<file path="src/rtl/gate3_tt_if.sv">
// Board-side signal bundle for the 3-input gate truth-table sequencer.
// The master drives start/abort and the gate output; the slave (sequencer) drives the rest.
interface gate3_tt_if;
  logic       start;
  logic       abort;
  logic       y_in;
  logic       a_out;
  logic       b_out;
  logic       c_out;
  logic [2:0] idx;
  logic       busy;
  logic       done;
  logic       pass;
  logic [7:0] table_out;
  logic [7:0] err_mask;

  modport master (
    output start, abort, y_in,
    input  a_out, b_out, c_out, idx, busy, done, pass, table_out, err_mask
  );

  modport slave (
    input  start, abort, y_in,
    output a_out, b_out, c_out, idx, busy, done, pass, table_out, err_mask
  );
endinterface

</file>
<file path="src/rtl/gate3_tt_sequencer.sv">
// Walks a 3-input gate through all 8 input vectors, samples its output after a settle
// delay and compares the captured truth table against EXPECT.
module gate3_tt_sequencer #(
  parameter int unsigned SETTLE_CYC = 2,
  parameter logic [7:0]  EXPECT     = 8'h7F
) (
  input logic       clk,
  input logic       rst,
  gate3_tt_if.slave bus
);
  localparam int unsigned   CW       = $clog2(SETTLE_CYC + 1);
  localparam logic [CW-1:0] CNT_LAST = CW'(SETTLE_CYC - 1);

  typedef enum logic [1:0] {IDLE, RUN, DONE} state_t;

  state_t        state, state_next;
  logic [CW-1:0] cnt, cnt_next;
  logic [2:0]    idx_r, idx_next;
  logic          busy_r, busy_next;
  logic          done_r, done_next;
  logic          pass_r, pass_next;
  logic [7:0]    table_r, table_next;
  logic [7:0]    err_r, err_next;
  logic [7:0]    table_smp, err_smp;
  logic          sample_now;

  always_ff @(posedge clk) begin
    if (rst) begin
      state   <= IDLE;
      cnt     <= '0;
      idx_r   <= '0;
      busy_r  <= 1'b0;
      done_r  <= 1'b0;
      pass_r  <= 1'b0;
      table_r <= '0;
      err_r   <= '0;
    end else begin
      state   <= state_next;
      cnt     <= cnt_next;
      idx_r   <= idx_next;
      busy_r  <= busy_next;
      done_r  <= done_next;
      pass_r  <= pass_next;
      table_r <= table_next;
      err_r   <= err_next;
    end
  end

  always_comb begin
    state_next = state;
    cnt_next   = cnt;
    idx_next   = idx_r;
    busy_next  = busy_r;
    done_next  = done_r;
    pass_next  = pass_r;
    table_next = table_r;
    err_next   = err_r;

    // Table contents as they would be after this edge's sample; pass uses the final vector too.
    sample_now         = (cnt == CNT_LAST);
    table_smp          = table_r;
    table_smp[idx_r]   = bus.y_in;
    err_smp            = err_r;
    err_smp[idx_r]     = bus.y_in ^ EXPECT[idx_r];

    unique case (state)
      IDLE: begin
        if (bus.start && !bus.abort) begin
          state_next = RUN;
          idx_next   = '0;
          cnt_next   = '0;
          table_next = '0;
          err_next   = '0;
          pass_next  = 1'b0;
          busy_next  = 1'b1;
          done_next  = 1'b0;
        end
      end
      RUN: begin
        if (bus.abort) begin
          state_next = IDLE;
          idx_next   = '0;
          cnt_next   = '0;
          busy_next  = 1'b0;
          pass_next  = 1'b0;
        end else if (sample_now) begin
          table_next = table_smp;
          err_next   = err_smp;
          cnt_next   = '0;
          if (idx_r == 3'd7) begin
            state_next = DONE;
            busy_next  = 1'b0;
            done_next  = 1'b1;
            pass_next  = (err_smp == '0);
          end else begin
            idx_next = idx_r + 3'd1;
          end
        end else begin
          cnt_next = cnt + CW'(1);
        end
      end
      DONE: begin
        if (bus.abort) begin
          state_next = IDLE;
          idx_next   = '0;
          cnt_next   = '0;
          done_next  = 1'b0;
          pass_next  = 1'b0;
        end else if (bus.start) begin
          state_next = RUN;
          idx_next   = '0;
          cnt_next   = '0;
          table_next = '0;
          err_next   = '0;
          pass_next  = 1'b0;
          busy_next  = 1'b1;
          done_next  = 1'b0;
        end
      end
      default: state_next = IDLE;
    endcase
  end

  assign bus.a_out     = idx_r[2];
  assign bus.b_out     = idx_r[1];
  assign bus.c_out     = idx_r[0];
  assign bus.idx       = idx_r;
  assign bus.busy      = busy_r;
  assign bus.done      = done_r;
  assign bus.pass      = pass_r;
  assign bus.table_out = table_r;
  assign bus.err_mask  = err_r;
endmodule

</file>
<file path="src/flat_wrapper.sv">
// flat-port wrapper written by rule: the top's interface ports become plain ports
module gate3_tt_sequencer_flat 
#(
  parameter int unsigned SETTLE_CYC = 2,
  parameter logic [7:0]  EXPECT     = 8'h7F
)
  (clk, rst, bus_start, bus_abort, bus_y_in, bus_a_out, bus_b_out, bus_c_out, bus_idx, bus_busy, bus_done, bus_pass, bus_table_out, bus_err_mask);
  gate3_tt_if bus_i ();
  input logic clk;
  input logic rst;
  input wire logic [$bits(bus_i.start)-1:0] bus_start;
  input wire logic [$bits(bus_i.abort)-1:0] bus_abort;
  input wire logic [$bits(bus_i.y_in)-1:0] bus_y_in;
  output wire logic [$bits(bus_i.a_out)-1:0] bus_a_out;
  output wire logic [$bits(bus_i.b_out)-1:0] bus_b_out;
  output wire logic [$bits(bus_i.c_out)-1:0] bus_c_out;
  output wire logic [$bits(bus_i.idx)-1:0] bus_idx;
  output wire logic [$bits(bus_i.busy)-1:0] bus_busy;
  output wire logic [$bits(bus_i.done)-1:0] bus_done;
  output wire logic [$bits(bus_i.pass)-1:0] bus_pass;
  output wire logic [$bits(bus_i.table_out)-1:0] bus_table_out;
  output wire logic [$bits(bus_i.err_mask)-1:0] bus_err_mask;
  assign bus_i.start = bus_start;
  assign bus_i.abort = bus_abort;
  assign bus_i.y_in = bus_y_in;
  assign bus_a_out = bus_i.a_out;
  assign bus_b_out = bus_i.b_out;
  assign bus_c_out = bus_i.c_out;
  assign bus_idx = bus_i.idx;
  assign bus_busy = bus_i.busy;
  assign bus_done = bus_i.done;
  assign bus_pass = bus_i.pass;
  assign bus_table_out = bus_i.table_out;
  assign bus_err_mask = bus_i.err_mask;
  gate3_tt_sequencer #(.SETTLE_CYC(SETTLE_CYC), .EXPECT(EXPECT)) u_core (.clk(clk), .rst(rst), .bus(bus_i));
endmodule
</file>
<file path="config.mk">
export PLATFORM = sky130hd
export DESIGN_NAME = gate3_tt_sequencer_flat
export DESIGN_NICKNAME = d
export VERILOG_FILES = /design/src/rtl/gate3_tt_if.sv /design/src/rtl/gate3_tt_sequencer.sv /design/src/flat_wrapper.sv
export SDC_FILE = /design/constraint.sdc
export NUM_CORES = 1
export LEC_CHECK = 0
export BUFFER_PORTS_ARGS = -buffer_cell sky130_fd_sc_hd__buf_2
export CAP_MARGIN = 20
export CORE_UTILIZATION = 54
export DETAILED_ROUTE_END_ITERATION = 8
export HOLD_SLACK_MARGIN = 0.08
export PLACE_DENSITY = 0.88
export SLEW_MARGIN = 20
export SYNTH_ARGS = -nofsm -noshare
export SYNTH_HDL_FRONTEND = slang
export SYNTH_SLANG_ARGS = --single-unit
</file>
<file path="constraint.sdc">
create_clock -name clk -period 2.1 [get_ports clk]
set_input_delay 0.315 -clock clk [delete_from_list [all_inputs] [get_ports clk]]
set_output_delay 0.315 -clock clk [all_outputs]
set_load 0.02 [all_outputs]
</file>
==> results of run 1 <==
routing by layer:
layer	track usage, %	routed length, um	vias up	share of wire, %
li1	-	-	711	-
met1	30.62	1567	656	47
met5	0	0	-	0
met3	4.651	144	4	4.3
met2	37.01	1595	35	48
met4	4.530	23	0	0.69
worst max-delay path: stages (launching register included):
cell and delay, ps:
dfxtp_1 340, ha_1 190, ha_1 190, or3b_1 400, nor3_2 190, a221oi_1 140, a2111o_1 350
stage by stage:
step	power [mW]	instances	area, um^2
2_1_floorplan	0.5919	189	1568
3_3_place_gp	0.6076	234	1678
3_5_place_dp	0.6099	234	1678
4_1_cts	0.8352	238	1705
5_1_grt	0.8647	238	1705
6_report	0.8337	238	1705
cells in the final DEF (no fill, tap or decap), types with 3 or more instances in the layout:
cell type,instances
clkbuf_4,3
nand2_1,9
a211oi_1,3
nor2_1,14
or3_1,3
inv_1,3
buf_2,29
and3b_1,3
nor2b_1,3
nand3_1,9
o21ai_0,17
a21oi_1,21
nor3_1,7
nand2b_1,6
and2_1,3
nor3b_1,3
dfxtp_1,27
buf_4,3
power by group:
| part | switching (mW) | total [mW] | leakage [nW] | internal [mW] |
|---|---|---|---|---|
| sequential | 0.00435 | 0.521 | 0.218 | 0.516 |
| combinational | 0.0555 | 0.0787 | 0.440 | 0.0232 |
| clock | 0.163 | 0.234 | 0.0177 | 0.0717 |
| total | 0.222 | 0.834 | 0.675 | 0.611 |
registers in the layout (all words and copies together), names as in the netlist, named ones only:
register,cells
u_core.bus.busy,1
u_core.bus.done,1
u_core.bus.table_out,8
u_core.cnt,2
u_core.bus.err_mask,8
u_core.bus.idx,3
u_core.bus.pass,1
u_core.state,2
how the worst max path moves through the flow:
| stage | endpoint | slack (ps) |
|---|---|---|
| finish | flop | 210 |
| global route | flop | 80 |
| CTS | flop | 200 |
| detailed placement | flop | 220 |
| global placement | flop | 260 |
| floorplan | flop | 190 |
cell families after synthesis:
| family | synth area share, % |
|---|---|
| buf+inv | 6.863 |
| compound gates | 24.02 |
| simple gates | 28.81 |
| mux | 1.596 |
| flops | 34.48 |
| fa+ha+maj | 1.596 |
| xor+xnor | 2.634 |
area by class of cell:
cell class                      count  area, um^2  area share (%)
Clock buffer                        3       22.52           1.321
Clock inverter                      1       5.005          0.2935
Inverter                            3       11.26          0.6603
Multi-Input combinational cell    141       919.6           53.93
Sequential cell                    27       540.5           31.69
Tap cell                           31       38.79           2.274
Timing Repair Buffer               32       167.7           9.831
==> impl_metrics.tcl, run 1 <==
set metrics [dict create \
    fmax_mhz 528.2 \
    required_ps 2350 \
    drive_gt1_share_pct 23.19 \
    ant_nets 0 \
    post_drt_wl_per_cell_um 13.99 \
    dieArea_um2 3123 \
    clock-sinks 27 \
    max_cap_violations 0 \
    grt_antenna_before_repair 0 \
    synth.avg_cell_area_um2 8.295 \
    num_io_pins 30 \
    path_max_fanout 4 \
    synthArstFlopShare_pct 0 \
    end_kind "flop" \
    clock_latency_ps 340 \
    finalCritPeriodShare_pct 90.15 \
    drc 0 \
    area_growth_pct 8.779 \
    finalSetupViolations 0 \
    ys.flop_type "dfxtp_1" \
    cts_buffer_depth 2 \
    fillCellCount 245 \
    rsz0062_at_grt "false" \
    reg2regPathDepth 6 \
    drt-initial-drc-count 42 \
    tritoncts "yes" \
    min-delay-start "bus_y_in" \
    rows 19 \
    synthCells 189 \
    layout_min_cycle_time_ps 1893 \
    hold_slack_ps 338.4 \
    viasPerCell 5.908 \
    r2r_start "u_core.bus.idx[0]" \
    vias 1406 \
    whs_path_depth 3 \
    syn_area_um2 1568 \
    yosysTopAreaCell "dfxtp_1" \
    grt_max_degree 23 \
    synthDominantCellAreaShare_pct 34.48 \
    utilization_pct 61.84 \
    synthTopCellsByArea "dfxtp_1 34%, a21oi_1 6.7%, o21ai_0 5.4%" \
    yosysSeqAreaShare_pct 34.48 \
    cp-start-kind "flop" \
    power_density_nw_per_um2 488.9 \
    postCtsSetupRepairBufs 0 \
    outcome "finished, final reports clean" \
    tightestPinTransition_ps 504.2 \
    hold_path_class "in -> reg" \
    tns_ps 0 \
    syn_nets 196 \
    cts-root-buf "clkbuf_4" \
    dr.pass1.iters 4 \
    hold_viol 0 \
    drt_wl_total_mm 3.330 \
    ys_warn_count 0 \
    synth_cell_types 53 \
    start_util_pct 56.85 \
    ys_seq_elements 27 \
    gp_congestion 0.8362 \
    reg2reg_slack_ps 210 \
    finalMaxSlewViolations 0 \
    critPathKind "reg -> reg" \
    h-tree-depth 1 \
    path_clk_slew_ps 160 \
    vdd_drop_max_mv 0.5700 \
    grt_pass1_wl_mm 5.706 \
    skew_ps 11.60 \
    whs_endpoint "u_core.bus.table_out[2]" \
    io_buffers 29 \
    fin_nets 215 \
    critPathArrivalTime_ps 2140 \
    cts_buffers 3 \
    diodes 0 \
    cts-resized-gates 0 \
    synth_top_cells_by_count "27 x dfxtp_1, 21 x a21oi_1, 17 x o21ai_0" \
    postCtsHoldBufs 0 \
    dp_slack_ps 220.0 \
    die_h_um 55.88 \
    yosysMostFrequentCell "dfxtp_1" \
    power_leakage_nw 0.6753 \
    design.core.area_um2 2758 \
    max-slew-margin-rel_pct 66.39 \
    overflow 0 \
    critPathLaunch "u_core.bus.idx[0]" \
    grt_pass1_vias 1260 \
    synth_edf_count 0 \
    fin_ws_ps 206.9 \
    dp_hpwl_mm 2.322 \
    grtUsageTotal_pct 22.41 \
    die_x_um 55.88 \
]
(Power assumes the default switching activity.)
==> run 2, diff against run 1 <==
--- a/config.mk
+++ b/config.mk
@@ -11,6 +11,7 @@
 export DETAILED_ROUTE_END_ITERATION = 8
 export HOLD_SLACK_MARGIN = 0.08
 export PLACE_DENSITY = 0.88
+export RECOVER_POWER = 50
 export SLEW_MARGIN = 20
 export SYNTH_ARGS = -nofsm -noshare
 export SYNTH_HDL_FRONTEND = slang
==> run 2 against run 1 <==
Setup slack lost 4.0 ps. Routed wire length grew 0.57%. Highest routed layer unchanged. Global-route usage is the same. Clock power is essentially flat. Die area is the same. Sequential power is essentially flat. First-iteration DRC count grew 29%.
==> impl_metrics.tcl, run 2 (same netlist as run 1, synthesis figures left out) <==
set metrics [dict create \
    outcome "finished, final reports clean" \
    clock-sinks 27 \
    drt_wl_total_mm 3.349 \
    r2r_start "u_core.bus.idx[0]" \
    drive_gt1_share_pct 12.56 \
    grtUsageTotal_pct 22.41 \
    tns_ps 0 \
    dr.pass1.iters 4 \
    h-tree-depth 1 \
    grt_use_met3_pct 4.651 \
    multi_input_area_um2 914.6 \
    cts_buffers 3 \
    globalRouteMet2Util_pct 37.01 \
    critPathLaunch "u_core.bus.idx[0]" \
    reg2regPathDepth 6 \
    fillCellCount 254 \
    drt-initial-drc-count 54 \
    post_drt_wl_per_cell_um 14.07 \
    min-delay-start "bus_y_in" \
    power_density_nw_per_um2 497.1 \
    finalMaxSlewViolations 0 \
    required_ps 2350 \
    layout_min_cycle_time_ps 1897 \
    reg2reg_slack_ps 200 \
    gp_congestion 0.8362 \
    grt_pass1_vias 1260 \
    dieArea_um2 3123 \
    hold_viol 0 \
    ant_nets 0 \
    path_clk_slew_ps 160 \
    rsz0062_at_grt "false" \
    viasPerCell 5.828 \
    rows 19 \
    grt_pass1_wl_mm 5.706 \
    clock_latency_ps 330 \
    cts-resized-gates 0 \
    vias 1387 \
    cts-root-buf "clkbuf_4" \
    p_comb_share_pct 9.3 \
    fin_nets 215 \
    gr-max-usage-layer "met2" \
    max-slew-margin-rel_pct 66.45 \
    dp_hpwl_mm 2.322 \
    critPathKind "reg -> reg" \
    postCtsHoldBufs 0 \
    start_util_pct 56.85 \
    switching_share_pct 26.65 \
    diodes 0 \
    io_buffers 29 \
    skew_ps 12.73 \
    final_common_cell "dfxtp_1" \
    cp-start-kind "flop" \
    fmax_mhz 527.1 \
    die_x_um 55.88 \
    grt_max_degree 23 \
    met1_usage_pct 30.62 \
    tritoncts "yes" \
    drc 0 \
    whs_path_depth 3 \
    die_h_um 55.88 \
    grt_antenna_before_repair 0 \
    seqPwrFrac_pct 62.6 \
    internal-power_mw 0.6104 \
    hold_path_class "in -> reg" \
    postCtsSetupRepairBufs 0 \
    finalSetupViolations 0 \
    critPathArrivalTime_ps 2140 \
    design.core.area_um2 2758 \
    p_sw_mw 0.2218 \
    regArea_um2 540.5 \
    overflow 0 \
    finalCritPeriodShare_pct 90.34 \
    clockPowerShare_pct 28.1 \
    vdd_drop_max_mv 0.5692 \
    path_max_fanout 4 \
    power_leakage_nw 0.5799 \
    num_io_pins 30 \
    tightestPinTransition_ps 503.2 \
    total_power_mw 0.8322 \
    area_growth_pct 6.784 \
    max_cap_violations 0 \
    cts_buffer_depth 2 \
    whs_endpoint "u_core.bus.table_out[2]" \
    most-common-layout-cells "27 x dfxtp_1, 21 x a21oi_1, 21 x clkbuf_1" \
    end_kind "flop" \
]
[run 2: cell types whose count changed in the layout (fill, tap and decap cells not counted)]
cell / before / now
clkbuf_1: 0 / 21
nor3b_1: 3 / 4
nor3b_2: 1 / 0
buf_2: 29 / 8
and2_0: 0 / 1
and2_1: 3 / 2
[run 2: metrics by stage]
step | area [um^2] | util [%] | std cells | hold slack (ps) | setup slack, ps
floorplan | 1568 | - | 189 | 444.7 | 194.3
global route | 1674 | 60.71 | 238 | 343.3 | 75.89
global placement | 1678 | 60.84 | 234 | 458.4 | 259.3
detailed placement | 1678 | 60.84 | 234 | 463.1 | 220.0
finish | 1674 | 60.71 | 238 | 335.6 | 202.9
CTS | 1705 | 61.84 | 238 | 332.0 | 201.5
[run 2: layout make-up]
cell class / count / area share, %
multi-input combinational: 141 / 54.63
sequential: 27 / 32.29
timing repair buffer: 32 / 8.445
tap: 31 / 2.317
clock buffer: 3 / 1.345
inverter: 3 / 0.6726
clock inverter: 1 / 0.2990
[run 2: how the worst max path moves through the flow]
stage	endpoint	slack [ps]	cells after the start
floorplan	flop	190	6
global route	flop	80	6
finish	flop	200	6
global placement	flop	260	6
detailed placement	flop	220	6
CTS	flop	200	6
[run 2: critical path: stages, from the launching register on]
cell	delay, ps
dfxtp_1	340
ha_1	190
ha_1	190
or3b_1	400
nor3_2	190
a221oi_1	140
a2111o_1	350
[run 2: per-layer routing]
layer  wire [um]  vias up
met5           0        -
met4          17        0
met3         154        2
met2        1607       36
met1        1570      638
li1            -      711
[run 2: power groups by stage]
stage	Sequential [mW]	Clock [mW]	Combinational [mW]
finish	0.521	0.234	0.0776
global route	0.522	0.256	0.0852
CTS	0.521	0.236	0.0783
detailed placement	0.532	0	0.0781
global placement	0.532	0	0.0761
floorplan	0.534	0	0.0579
